`src/rtl/datetime_counter.sv`:
```
// datetime_counter: 1 Hz prescaler, Gregorian calendar counter (2025..2999)
// and RUN/SET control for the millennium clock. The SET state supports
// field selection, inc/dec editing and a blink phase for the display.
module datetime_counter #(
    parameter int TICK_DIV  = 50000000,
    parameter int BLINK_DIV = 12500000
) (
    input  logic       clk,
    input  logic       rst_n,
    input  logic       btn_mode,
    input  logic       btn_next,
    input  logic       btn_inc,
    input  logic       btn_dec,
    input  logic       sel,
    output logic       set_mode,
    output logic [1:0] set_select,
    output logic       blink,
    output logic [5:0] sec,
    output logic [5:0] min,
    output logic [5:0] hour,
    output logic [5:0] day,
    output logic [5:0] month,
    output logic [9:0] year
);

    // Counter widths; both dividers are at least 2, so each width is at least 1.
    localparam int TW = (TICK_DIV > 2) ? $clog2(TICK_DIV) : 1;
    localparam int BW = (BLINK_DIV > 2) ? $clog2(BLINK_DIV) : 1;
    localparam logic [TW-1:0] TICK_LAST  = TW'(TICK_DIV - 1);
    localparam logic [TW-1:0] TICK_ONE   = TW'(1);
    localparam logic [BW-1:0] BLINK_LAST = BW'(BLINK_DIV - 1);
    localparam logic [BW-1:0] BLINK_ONE  = BW'(1);
    localparam logic [9:0]    YEAR_LAST  = 10'd974;

    typedef enum logic [0:0] {
        ST_RUN = 1'b0,
        ST_SET = 1'b1
    } state_t;

    // Gregorian leap rule on the calendar year 2025 + offset.
    function automatic logic is_leap(input logic [9:0] yr);
        logic [11:0] y;
        y = 12'd2025 + {2'b00, yr};
        is_leap = ((y % 12'd4) == 12'd0) &&
                  (((y % 12'd100) != 12'd0) || ((y % 12'd400) == 12'd0));
    endfunction

    // Length of the given month in the given year.
    function automatic logic [5:0] days_in_month(input logic [5:0] mo,
                                                 input logic [9:0] yr);
        case (mo)
            6'd4, 6'd6, 6'd9, 6'd11: days_in_month = 6'd30;
            6'd2: begin
                if (is_leap(yr)) begin
                    days_in_month = 6'd29;
                end else begin
                    days_in_month = 6'd28;
                end
            end
            default: days_in_month = 6'd31;
        endcase
    endfunction

    // One step up or down inside [lo, hi], wrapping at both ends.
    function automatic logic [5:0] step_wrap6(input logic [5:0] v,
                                              input logic [5:0] lo,
                                              input logic [5:0] hi,
                                              input logic       up);
        if (up) begin
            if (v >= hi) begin
                step_wrap6 = lo;
            end else begin
                step_wrap6 = v + 6'd1;
            end
        end else begin
            if (v <= lo) begin
                step_wrap6 = hi;
            end else begin
                step_wrap6 = v - 6'd1;
            end
        end
    endfunction

    // Year offset step, wrapping 974 <-> 0.
    function automatic logic [9:0] step_year(input logic [9:0] y,
                                             input logic       up);
        if (up) begin
            if (y >= YEAR_LAST) begin
                step_year = 10'd0;
            end else begin
                step_year = y + 10'd1;
            end
        end else begin
            if (y == 10'd0) begin
                step_year = YEAR_LAST;
            end else begin
                step_year = y - 10'd1;
            end
        end
    endfunction

    // Keep a day inside a (possibly shorter) month.
    function automatic logic [5:0] clamp_day(input logic [5:0] d,
                                             input logic [5:0] lim);
        if (d > lim) begin
            clamp_day = lim;
        end else begin
            clamp_day = d;
        end
    endfunction

    state_t          state_r;
    state_t          state_next_s;
    logic [TW-1:0]   presc_r;
    logic [BW-1:0]   blink_cnt_r;
    logic            blink_r;
    logic [1:0]      set_select_r;
    logic [5:0]      sec_r, min_r, hour_r, day_r, month_r;
    logic [9:0]      year_r;
    logic [5:0]      sec_s, min_s, hour_s, day_s, month_s;
    logic [9:0]      year_s;
    logic            tick_s;
    logic            edit_s;
    logic            advance_s;
    logic [2:0]      field_s;
    logic [5:0]      dim_cur_s;
    logic [5:0]      month_step_s;
    logic [9:0]      year_step_s;

    // Tick only counts in RUN; edits only in SET and never alongside btn_mode.
    // Simultaneous inc and dec cancel out and are not treated as an edit.
    assign tick_s       = (state_r == ST_RUN) && (presc_r == TICK_LAST);
    assign edit_s       = (state_r == ST_SET) && !btn_mode && (btn_inc ^ btn_dec);
    assign advance_s    = (state_r == ST_SET) && !btn_mode && btn_next;
    assign field_s      = {sel, set_select_r};
    assign dim_cur_s    = days_in_month(month_r, year_r);
    assign month_step_s = step_wrap6(month_r, 6'd1, 6'd12, btn_inc);
    assign year_step_s  = step_year(year_r, btn_inc);

    // Next-state logic for the RUN/SET machine.
    always_comb begin
        state_next_s = state_r;
        case (state_r)
            ST_RUN: begin
                if (btn_mode) begin
                    state_next_s = ST_SET;
                end else begin
                    state_next_s = ST_RUN;
                end
            end
            ST_SET: begin
                if (btn_mode) begin
                    state_next_s = ST_RUN;
                end else begin
                    state_next_s = ST_SET;
                end
            end
            default: state_next_s = ST_RUN;
        endcase
    end

    // State register.
    always_ff @(posedge clk or negedge rst_n) begin
        if (!rst_n) begin
            state_r <= ST_RUN;
        end else begin
            state_r <= state_next_s;
        end
    end

    // Second prescaler: free-runs in RUN, held at zero in SET and on any mode change.
    always_ff @(posedge clk or negedge rst_n) begin
        if (!rst_n) begin
            presc_r <= '0;
        end else if ((state_r != ST_RUN) || btn_mode || (presc_r == TICK_LAST)) begin
            presc_r <= '0;
        end else begin
            presc_r <= presc_r + TICK_ONE;
        end
    end

    // Blink phase: toggles in SET, forced low in RUN, restarted by entry and edits.
    always_ff @(posedge clk or negedge rst_n) begin
        if (!rst_n) begin
            blink_cnt_r <= '0;
            blink_r     <= 1'b0;
        end else if ((state_r == ST_RUN) && btn_mode) begin
            blink_cnt_r <= '0;
            blink_r     <= 1'b0;
        end else if ((state_r == ST_RUN) || btn_mode) begin
            blink_r <= 1'b0;
            if (blink_cnt_r == BLINK_LAST) begin
                blink_cnt_r <= '0;
            end else begin
                blink_cnt_r <= blink_cnt_r + BLINK_ONE;
            end
        end else if (edit_s) begin
            blink_cnt_r <= '0;
            blink_r     <= 1'b0;
        end else if (blink_cnt_r == BLINK_LAST) begin
            blink_cnt_r <= '0;
            blink_r     <= ~blink_r;
        end else begin
            blink_cnt_r <= blink_cnt_r + BLINK_ONE;
        end
    end

    // Field selector: cleared on SET entry, cycles 0->1->2->0 on btn_next in SET.
    always_ff @(posedge clk or negedge rst_n) begin
        if (!rst_n) begin
            set_select_r <= 2'd0;
        end else if ((state_r == ST_RUN) && btn_mode) begin
            set_select_r <= 2'd0;
        end else if (advance_s) begin
            if (set_select_r >= 2'd2) begin
                set_select_r <= 2'd0;
            end else begin
                set_select_r <= set_select_r + 2'd1;
            end
        end else begin
            set_select_r <= set_select_r;
        end
    end

    // Calendar next values: carry chain on tick in RUN, single-field edits in SET.
    always_comb begin
        sec_s   = sec_r;
        min_s   = min_r;
        hour_s  = hour_r;
        day_s   = day_r;
        month_s = month_r;
        year_s  = year_r;
        if (tick_s) begin
            if (sec_r == 6'd59) begin
                sec_s = 6'd0;
                if (min_r == 6'd59) begin
                    min_s = 6'd0;
                    if (hour_r == 6'd23) begin
                        hour_s = 6'd0;
                        if (day_r >= dim_cur_s) begin
                            day_s = 6'd1;
                            if (month_r == 6'd12) begin
                                month_s = 6'd1;
                                year_s  = step_year(year_r, 1'b1);
                            end else begin
                                month_s = month_r + 6'd1;
                            end
                        end else begin
                            day_s = day_r + 6'd1;
                        end
                    end else begin
                        hour_s = hour_r + 6'd1;
                    end
                end else begin
                    min_s = min_r + 6'd1;
                end
            end else begin
                sec_s = sec_r + 6'd1;
            end
        end else if (edit_s) begin
            case (field_s)
                3'b000: sec_s  = step_wrap6(sec_r, 6'd0, 6'd59, btn_inc);
                3'b001: min_s  = step_wrap6(min_r, 6'd0, 6'd59, btn_inc);
                3'b010: hour_s = step_wrap6(hour_r, 6'd0, 6'd23, btn_inc);
                3'b100: day_s  = step_wrap6(day_r, 6'd1, dim_cur_s, btn_inc);
                3'b101: begin
                    // A shorter target month pulls the day down in the same cycle.
                    month_s = month_step_s;
                    day_s   = clamp_day(day_r, days_in_month(month_step_s, year_r));
                end
                3'b110: begin
                    // Leaving a leap year can shorten February.
                    year_s = year_step_s;
                    day_s  = clamp_day(day_r, days_in_month(month_r, year_step_s));
                end
                default: sec_s = sec_r;
            endcase
        end else begin
            sec_s = sec_r;
        end
    end

    // Calendar registers.
    always_ff @(posedge clk or negedge rst_n) begin
        if (!rst_n) begin
            sec_r   <= 6'd0;
            min_r   <= 6'd0;
            hour_r  <= 6'd0;
            day_r   <= 6'd1;
            month_r <= 6'd1;
            year_r  <= 10'd0;
        end else begin
            sec_r   <= sec_s;
            min_r   <= min_s;
            hour_r  <= hour_s;
            day_r   <= day_s;
            month_r <= month_s;
            year_r  <= year_s;
        end
    end

    assign set_mode   = (state_r == ST_SET);
    assign set_select = set_select_r;
    assign blink      = blink_r;
    assign sec        = sec_r;
    assign min        = min_r;
    assign hour       = hour_r;
    assign day        = day_r;
    assign month      = month_r;
    assign year       = year_r;

endmodule

```
`config.mk`:
```
export PLATFORM = sky130hd
export DESIGN_NAME = datetime_counter
export DESIGN_NICKNAME = d
export VERILOG_FILES = /design/src/rtl/datetime_counter.sv
export SDC_FILE = /design/constraint.sdc
export NUM_CORES = 1
export LEC_CHECK = 0
export CAP_MARGIN = 20
export CORE_UTILIZATION = 55
export CTS_CLUSTER_SIZE = 20
export DETAILED_ROUTE_END_ITERATION = 10
export PLACE_DENSITY = 0.74
export SKIP_LAST_GASP = 1
export SLEW_MARGIN = 40
export SYNTH_ARGS = -nofsm -noshare
export SYNTH_HDL_FRONTEND = slang
export SYNTH_SLANG_ARGS = --single-unit
```
`constraint.sdc`:
```
create_clock -name clk -period 17.4 [get_ports clk]
set_input_delay 3.48 -clock clk [delete_from_list [all_inputs] [get_ports clk]]
set_output_delay 3.48 -clock clk [all_outputs]
set_load 0.01 [all_outputs]
```
# Word-level counts from Yosys, hierarchy flattened
# Index checks and enable logic that the tools add are counted.
# totals
ff_bits,94
input_bits,7
out_inout_bits,44
elab_cells,198
# classes
addsub,17
div,4
n_lt_le_gt_ge,14
eq_ne,28
mux,83
bitwise,3
reduce_logical,38
# ops
cell,count
6-bit two-way mux,51
10-bit two-way mux,11
24-bit two-way mux,4
12-bit zero test,4
6-bit by 1-bit adder with 6-bit output (second input constant),5
6-bit by 4-bit == test with 1-bit output (second input constant),5
6-bit by 1-bit less-or-equal comparator with 1-bit output (second input constant),5
6-bit by 1-bit subtractor with 6-bit output (second input constant),5
26-bit by 1-bit adder with 26-bit output (second input constant),1
26-bit == test (second input constant),1
26-bit two-way mux,1
11-bit by 10-bit adder with 12-bit output (first input constant),2
24-bit by 1-bit adder with 24-bit output (second input constant),1
24-bit == test (second input constant),1
6-bit by 3-bit == test with 1-bit output (second input constant),4
12-bit by 7-bit remainder unit with 12-bit output (second input constant),2
12-bit by 9-bit remainder unit with 12-bit output (second input constant),2
12-bit nonzero test,2
6-bit case mux with 3 select lines,1
7-bit AND reduction,2
2-bit nonzero test,7
6-bit by 2-bit == test with 1-bit output (second input constant),2
6-bit == test (second input constant),2
6-bit greater-or-equal comparator (second input constant),2
other kinds (33),64

# Logic depth before layout (Yosys ltp)
# Gate-level depths: netlist (run 1).
# depth
ltp_word,18
ltp_mapped,37

# Worst setup path before layout (run 1)
# No wires, ideal clock.
# synth_timing
path_kind,input to register
from,input btn_inc
to,register day_r[4] (netlist: day[4])
t_arrival_ps,9407
required_ps,17266
path_slack_ps,7859
path_stages,33
cell_sequence,buf_2 > buf_1 > clkbuf_1 > o21ai_0 > ha_1 > and3_1 > a41oi_1 > o21ai_1 > a21o_1 > xnor2_1 > or2_2 > o22a_1 > a211oi_2 > nor4_2 > o31ai_4 > a211oi_1 > or2_2 > a221oi_2 > mux2i_1 > nor4_2 > nor2_1 > ha_1 > nand2_1 > o21ai_0 > a21oi_1 > nor2_1 > o21ai_0 > nand3_1 > nor2_1 > o21ai_0 > clkbuf_1 > o21ai_0 > o21ai_0
# synth_via
elab_chain_len,14
elab_cells_between_ends,37
cone_classes,add/sub: 1; div: 2; order compare: 2; eq/ne: 7; mux: 15; bitwise: 1; reduce/logical: 9
# synth_lines
item,line_no,rtl
from (decl),12,"input logic btn_inc,"
10-bit two-way mux,87,if (up) begin
11-bit by 10-bit adder with 12-bit output,43,"y = 12'd2025 + {2'b00, yr};"
12-bit by 7-bit remainder unit with 12-bit output / 12-bit by 9-bit remainder unit with 12-bit output (equally long branches),45,(((y % 12'd100) != 12'd0) || ((y % 12'd400) == 12'd0));
12-bit nonzero test / 12-bit zero test (equally long branches),45,
1-bit logical OR,45,
1-bit logical AND,44,is_leap = ((y % 12'd4) == 12'd0) &&
1-bit two-way mux,54,if (is_leap(yr)) begin
2-bit case mux with 2 select lines,51,case (mo)
6-bit two-way mux,261,case (field_s)
6-bit two-way mux,260,end else if (edit_s) begin
6-bit two-way mux,233,if (tick_s) begin
6-bit greater-than comparator,105,if (d > lim) begin
3-bit != test (no line),--,
7-bit AND reduction (no line),--,
to (signal assigned),296,day_r <= day_s;
to (decl),118,"logic [5:0] sec_r, min_r, hour_r, day_r, month_r;"
# Parallel ways exist; a longest one is shown, timed or not. The select of a mux whose other input is x is not followed.
# A chain may end at the register's enable or synchronous reset.

# Worst setup path after layout (run 1)
# layout_timing
from,input btn_inc
to,register day_r[0] (netlist: day[0])
# layout_via
elab_chain_len,15
elab_cells_between_ends,39
cone_classes,add/sub: 1; div: 2; order compare: 2; eq/ne: 7; mux: 17; bitwise: 1; reduce/logical: 9
# layout_lines
item
"parallel branches: the longest is 15 deep, another holds 11-bit by 10-bit adder with 12-bit output"
# Several ways; the timed one is not identified. The select of a mux whose other input is x is not followed.

==> results of run 1 <==
[metrics by stage]
step           instances  worst slack, ns  utilization, %  hold WS, ns
3_3_place_gp        1404             6.58            60.2        0.468
4_1_cts             1421             6.96            62.3        0.482
3_5_place_dp        1405             6.59            60.3        0.472
5_1_grt             1421             6.09            62.3        0.515
6_report            1421             6.86            62.3        0.482
2_1_floorplan       1190             7.86               -        0.448
[routing by layer]
layer	routed length, um	GRT usage [%]
met4	515	11.1
met5	0	0
met2	11400	47.6
met3	1170	3.81
met1	10700	38.3
[state kept, by name, summed over array words and instances (netlist names)]
| name | cells |
|---|---|
| set_mode | 1 |
| hour | 6 |
| blink_cnt_r | 24 |
| blink | 1 |
| sec | 6 |
| set_select | 2 |
| day | 6 |
| min | 6 |
| month | 6 |
| presc_r | 26 |
| year | 10 |
[placed cells by master (no fill, tap or decap), types with 6 or more instances in the layout]
master           Yosys  layout
o211ai_1             7       7
nor3b_1              6       6
nor2_1             147     147
or3_1               20      20
o31a_1               6       6
clkbuf_16            0       9
mux2i_1             14      14
nand2_1            109     108
o21ai_0            109     108
nor3_1              42      42
o31ai_1             10      10
ha_1                32      32
and2_1               9       9
a21oi_1             74      74
xnor2_1             42      41
clkdlybuf4s50_1      0      49
a21o_1              13      13
dfrtp_1             92      89
o21a_1              10      10
o21ai_1              5       6
nor4_1               7       7
or2_2                9       9
nand2b_1            11      11
nor4b_1              6       6
and3_1              23      23
o22a_1               6       6
nand4_1             12      12
a31oi_1             22      22
xor2_1              41      41
buf_4                3       9
inv_1               37      37
nand3_1             63      63
nor2b_1             10      10
a211oi_1            19      19
[critical path, delay by kind of cell]
| family | cells | cell delay [ns] |
|---|---|---|
| and+or+nand+nor | 10 | 1.41 |
| buffers and inverters | 3 | 1.08 |
| muxes | 1 | 0.13 |
| AOI/OAI and AO/OA | 16 | 3.45 |
| adders and majority gates | 2 | 0.60 |
| xor gates and xnor gates | 2 | 0.67 |
[logic make-up after synthesis]
group | count (synthesis) | synth area share [%]
AOI/OAI and AO/OA | 360 | 26.7
xor gates and xnor gates | 84 | 8.22
adders and majority gates | 33 | 4.54
buffers and inverters | 98 | 4.58
DFF | 94 | 26.1
muxes | 21 | 2.59
and+or+nand+nor | 500 | 27.3
[cell type report]
cell class / instances / area [sq um] / area share (%)
sequential: 94 / 2360 / 23.7
clock buffer: 9 / 225 / 2.27
clock inverter: 7 / 86.3 / 0.869
multi-input combinational: 998 / 6280 / 63.2
inverter: 37 / 139 / 1.40
tap: 216 / 270 / 2.72
timing repair buffer: 60 / 581 / 5.84
[power breakdown]
group          internal, mW  switching [mW]  total, mW
clock network         0.115          0.0948      0.210
logic                 0.703           0.994       1.70
registers             0.261           0.118      0.379
[worst max path at each step]
stage | endpoint | slack (ns) | cells past startpoint | from
finish | day[0] | 6.86 | 34 | btn_inc
detailed placement | day[0] | 6.59 | 34 | btn_inc
CTS | day[0] | 6.96 | 34 | btn_inc
global route | day[0] | 6.09 | 34 | btn_inc
floorplan | day[4] | 7.86 | 33 | btn_inc
global placement | day[0] | 6.58 | 34 | btn_inc
==> metrics.csv, run 1 <==
metric,value,unit
status,completed,
synth.most_common_cell,nor2_1,
tightestPinTransition,0.827,ns
finalSetupViolations,0,
synth_top_area_cell,dfrtp_1,
grt-ovfl-total,0,
post_cts.repair.setup_buffers,0,
numClockSinks,94,
drive_gt1_share,6.89,%
worst-path-max-fanout,32,
p_leak,3.98,nW
synthArstFlopShare,100,%
root_buffer,clkbuf_16,
place_area,9610,sq um
cts_hold_buf,0,
worstPathArrival,10.83,ns
start_kind,input port,
reg2reg_depth,26,
irDropWorstVdd,0.202,mV
min_from,blink_cnt_r[0],
ys_types,97,
r2r_slack,9.44,ns
critPathMaxStageDelay,0.59,ns
dieArea,17000,sq um
min_path_cells,1,
final_area,9940,sq um
synth_cells,1190,
finalClockSkew,0.0115,ns
antenna_found_initial,0,
gp_congestion,0.911,
antennaDiodeCount,0,
area_delta_synth_final,9.97,%
clk_pin_slew,0.07,ns
fin_total_pwr,2.29,mW
min_to,blink_cnt_r[0],
r2r_end,year[0],
endpoint_kind,register,
syn_area_per_cell,7.60,sq um
synth_warnings,0,
grt_setup_unrepaired,false,
grt.total_usage,28.8,%
grt_pass1_wl,39.1,mm
critPathSlowestCell,o21ai_1,
grt_start_max_net_pins,63,
drt_iter0_markers,850,
cts_tree,done,
drc,0,
numCtsBuffers,9,
portBuffers,50,
vias,8979,
ys_seq_area_share,26.1,%
grt_pass1_vias,8053,
htree_levels,3,
relSlewSlack,44.7,%
die_y,130,um
num_rows,46,
start_util,56.7,%
insertion_delay,0.36,ns
avgRoutedWirePerCell,16.8,um
fin_nets,1239,
yosys.area.top_type_share,25.5,%
timing.fmax,94.8,MHz
finalCritPeriodShare,60.6,%
firstDrtPassIters,6,
num-fill-cells,1408,
power.density,230,nW/um^2
synth_top_flop_cell,dfrtp_1,
ioPinCount,51,
core,15900,sq um
synthTopCellsByArea,"dfrtp_1 25%, nor2_1 6.1%, o21ai_0 6.0%",
fp.dieW,130,um
dp_hpwl,16.8,mm
routed_via_density,6.32,
hp-class,reg -> reg,
synth-edff-count,0,
wl,23.8,mm
critPathKind,in -> reg,
drv_cap,0,
ctsResizeCount,0,
synth_area,9040,sq um
fin_crit,10.54,ns
synth_nets,1229,
setup_tns,0,ns
rr_startpoint,year[0],
clk_path_buf_depth,2,
slew_viol_final,0,
synth-seq-cells,94,
synth_common_cells,"147 x nor2_1, 109 x nand2_1, 109 x o21ai_0",
required,17.69,ns
ant_nets,0,
hold_viol,0,
No activity file was read; power rests on OpenSTA's default activity.
==> run 2, diff against run 1 <==
Settings changed: PLACE_DENSITY 0.74 to 0.77.
Clock period 17.4 ns to 8.65 ns, I/O delays scaled along.
==> metrics.csv, run 2 (synthesis results as in run 1) <==
metric,value,unit
hp-class,reg -> reg,
p_seq_share,15.5,%
mostFrequentLayoutCell,nor2_1,
crit_buf_inv,2,
critPathKind,in -> reg,
grt-ovfl-total,0,
power.density,464,nW/um^2
drive_gt1_share,7.98,%
final_area,10000,sq um
relSlewSlack,48.0,%
num_rows,46,
grt.total_usage,29.0,%
clk_path_buf_depth,2,
avgRoutedWirePerCell,16.7,um
portBuffers,50,
p_leak,4.05,nW
core,15900,sq um
ioPinCount,51,
fin_total_pwr,4.65,mW
irDropWorstVdd,0.370,mV
worst-path-max-fanout,13,
root_buffer,clkbuf_16,
dieArea,17000,sq um
largest-register,presc_r,
ant_nets,0,
place_area,9710,sq um
final_cell_mix,"147 x nor2_1, 108 x nand2_1, 108 x o21ai_0, 92 x dfrtp_1, 73 x a21oi_1",
numClockSinks,94,
combPwrFrac,75.8,%
antennaDiodeCount,0,
clk_pin_slew,0.08,ns
numCtsBuffers,9,
start_util,56.7,%
cts_tree,done,
fin_nets,1250,
finalCritPeriodShare,91.7,%
pwr-share-clk,8.7,%
critPathMaxStageDelay,0.49,ns
vias,9045,
critPathMostFrequentCell,nor2_1,
holdWs,0.479,ns
required,8.92,ns
drt_iter0_markers,1035,
gp_congestion,0.984,
pre_cts_ws,0.136,ns
power.switching,2.46,mW
cts_hold_buf,0,
insertion_delay,0.35,ns
finalClockSkew,0.0130,ns
seqCellArea,2350,sq um
min_from,blink_cnt_r[0],
reg2reg_depth,27,
antenna_found_initial,0,
drc,0,
path_delay_family,compound AO/OA/AOI/OAI gates,
timing.fmax,126,MHz
die_y,130,um
setup_tns,0,ns
firstDrtPassIters,6,
r2r_slack,0.97,ns
dp_hpwl,17.0,mm
slew_viol_final,0,
fp.dieW,130,um
routed_via_density,6.32,
grt_pass1_wl,39.8,mm
drv_cap,0,
placed_cells,1415,
finalSetupViolations,0,
finalCoreUtilization,63.0,%
num-fill-cells,1413,
fin_crit,7.93,ns
min_to,blink_cnt_r[0],
worstPathArrival,8.20,ns
wl,23.9,mm
min_path_cells,1,
tightestPinTransition,0.778,ns
multi_input_area,6310,sq um
htree_levels,3,
grt_pass1_vias,8193,
area_delta_synth_final,11.0,%
endpoint_kind,register,
r2r_end,year[0],
largest_reg_flops,26,
critPathSlowestCell,clkdlybuf4s50_1,
final_cells,1432,
p_sw_share,53.0,%
start_kind,input port,
fin_ws,0.718,ns
path_depth,33,
hold_viol,0,
p_int,2.19,mW
grt_start_max_net_pins,69,
status,completed,
rr_startpoint,year[1],
-- run 2: cell types whose count changed in the layout (fill, tap and decap cells not counted), moves of 3 or more --
cell     change
dfrtp_1      +3
dfrtp_2      -3
o21ai_2      +3
buf_4       +11
o21ai_1      -3
-- run 2: power groups by stage --
stage	Combinational, mW	Sequential, mW	Clock, mW
after floorplan	2.74	0.662	0
after global placement	3.34	0.722	0
after detailed placement	3.42	0.723	0
after CTS	3.45	0.716	0.407
after global routing	3.88	0.739	0.423
final	3.53	0.722	0.403
-- run 2: layout make-up --
type                            count  area share (%)
Clock buffer                        9            2.24
Clock inverter                      7           0.748
Inverter                           37            1.38
Multi-Input combinational cell    998            62.9
Sequential cell                    94            23.5
Tap cell                          216            2.69
Timing Repair Buffer               71            6.61
-- run 2: how the worst max path moves through the flow --
stage | from | end | slack [ns]
after floorplan | btn_inc | day[4] | 0.86
after global placement | btn_inc | day[0] | -0.003
after detailed placement | btn_inc | day[1] | 0.14
after CTS | btn_inc | day[1] | 0.46
after global routing | btn_inc | day[2] | -0.002
final | btn_inc | day[0] | 0.72
-- run 2: metal layers --
layer / wire length [um] / GRT usage (%) / vias up
met4: 521 / 9.58 / 0
met1: 10800 / 39.7 / 4257
met2: 11000 / 46.7 / 353
met5: 0 / 0 / -
met3: 1620 / 4.51 / 42
li1: - / - / 4393
-- run 2: what timing repair did --
item | 4_1_cts | 5_1_grt
setup endpoints to repair | 0 | 6
gates resized for setup | 0 | 4
buffers inserted | 0 | 1
endpoints found under the hold margin | 0 | 0
==> run 3, diff against run 2 <==
Settings changed: PLACE_DENSITY 0.77 to 0.74.
Clock period 8.65 ns to 9 ns, I/O delays scaled along.
==> metrics.csv, run 3 (synthesis results as in run 1) <==
metric,value,unit
critPathKind,in -> reg,
min_path_cells,1,
drive_gt1_share,7.84,%
relSlewSlack,49.0,%
drv_cap,0,
grt.total_usage,29.5,%
tightestPinTransition,0.760,ns
critPathSlowestCell,clkdlybuf4s50_1,
avgRoutedWirePerCell,17.0,um
dp_hpwl,17.3,mm
antennaDiodeCount,0,
antenna_found_initial,0,
area_delta_synth_final,10.5,%
grt_pass1_vias,8296,
p_leak,4.01,nW
reg2reg_depth,28,
fp.dieW,130,um
worst-path-max-fanout,13,
power.density,447,nW/um^2
gp_congestion,0.950,
endpoint_kind,register,
start_kind,input port,
drt_iter0_markers,827,
numCtsBuffers,9,
grt_pass1_wl,40.2,mm
finalCritPeriodShare,92.3,%
grt_setup_unrepaired,false,
portBuffers,50,
slew_viol_final,0,
grt_start_max_net_pins,50,
final_cell_mix,"147 x nor2_1, 107 x o21ai_0, 106 x nand2_1, 90 x dfrtp_1, 73 x a21oi_1",
hp-class,reg -> reg,
ant_nets,0,
worstPathArrival,8.58,ns
cts_hold_buf,0,
core,15900,sq um
insertion_delay,0.36,ns
mostFrequentLayoutCell,nor2_1,
ioPinCount,51,
status,completed,
timing.fmax,120,MHz
num_rows,46,
dieArea,17000,sq um
numClockSinks,94,
r2r_slack,0.99,ns
largest_reg_flops,26,
die_y,130,um
largest-register,presc_r,
clk_path_buf_depth,2,
vias,9136,
critPathMaxStageDelay,0.62,ns
firstDrtPassIters,6,
wl,24.3,mm
required,9.28,ns
root_buffer,clkbuf_16,
num-fill-cells,1438,
hold_viol,0,
setup_tns,0,ns
htree_levels,3,
finalClockSkew,0.00825,ns
fin_ws,0.693,ns
drc,0,
fin_crit,8.31,ns
irDropWorstVdd,0.336,mV
pre_cts_ws,0.214,ns
finalSetupViolations,0,
clk_pin_slew,0.07,ns
fin_nets,1246,
start_util,56.7,%
grt-ovfl-total,0,
routed_via_density,6.40,
cts_tree,done,
==> run 3: what timing repair did <==
action	CTS	global route
setup endpoints to repair	0	6
resized for setup	0	3
buffers inserted	0	0
hold endpoints to repair	0	0
==> run 3: critical path, delay by kind of cell <==
kind / cells / cell delay (ns)
compound gates: 15 / 3.21
buf+inv: 2 / 0.77
fa+ha+maj: 2 / 0.58
xor+xnor: 1 / 0.19
mux: 1 / 0.12
simple gates: 12 / 1.90
==> run 3: routing by layer <==
layer / track usage [%] / share of wire (%) / vias to the layer above / wire length [um]
met5: 0 / 0 / - / 0
met2: 47.6 / 46 / 392 / 11200
met1: 40.2 / 45 / 4311 / 10900
met3: 3.49 / 6.5 / 61 / 1590
met4: 11.7 / 2.3 / 0 / 569
li1: - / - / 4372 / -
==> run 3: final cells by class <==
class / count / area [sq um] / share of cell area [%]
well taps: 216 / 270 / 2.71
clock inverters: 7 / 66.3 / 0.664
flip-flops and latches: 94 / 2360 / 23.6
multi-input cells: 998 / 6300 / 63.1
repair buffers: 67 / 629 / 6.30
inverters: 37 / 139 / 1.39
clock buffers: 9 / 225 / 2.26
==> run 3: final timing paths <==
path | startpoint | to
worst min register to register | blink_cnt_r[0] | blink_cnt_r[0]
max in group asynchronous | rst_n | presc_r[10]
min in group asynchronous | rst_n | year[9]
worst max-delay path | btn_inc | day[0]
worst max register to register | year[0] | year[0]
worst min-delay path | blink_cnt_r[0] | blink_cnt_r[0]
==> run 3: power breakdown <==
| group | internal [mW] | leakage (nW) | switching (mW) | total (mW) |
|---|---|---|---|---|
| combinational | 1.38 | 2.63 | 2.01 | 3.39 |
| sequential | 0.505 | 1.24 | 0.196 | 0.701 |
| clock | 0.194 | 0.141 | 0.183 | 0.377 |
| total | 2.08 | 4.01 | 2.39 | 4.46 |
==> run 3: metrics by stage <==
stage / instances / hold WS (ns) / cell area, sq um / util (%) / power (mW)
6_report: 1428 / 0.486 / 9990 / 62.6 / 4.46
3_3_place_gp: 1411 / 0.475 / 9650 / 60.5 / 3.92
3_5_place_dp: 1412 / 0.474 / 9670 / 60.6 / 3.99
5_1_grt: 1428 / 0.507 / 9990 / 62.6 / 4.82
4_1_cts: 1428 / 0.484 / 9960 / 62.5 / 4.40
2_1_floorplan: 1190 / 0.448 / 9040 / - / 3.27
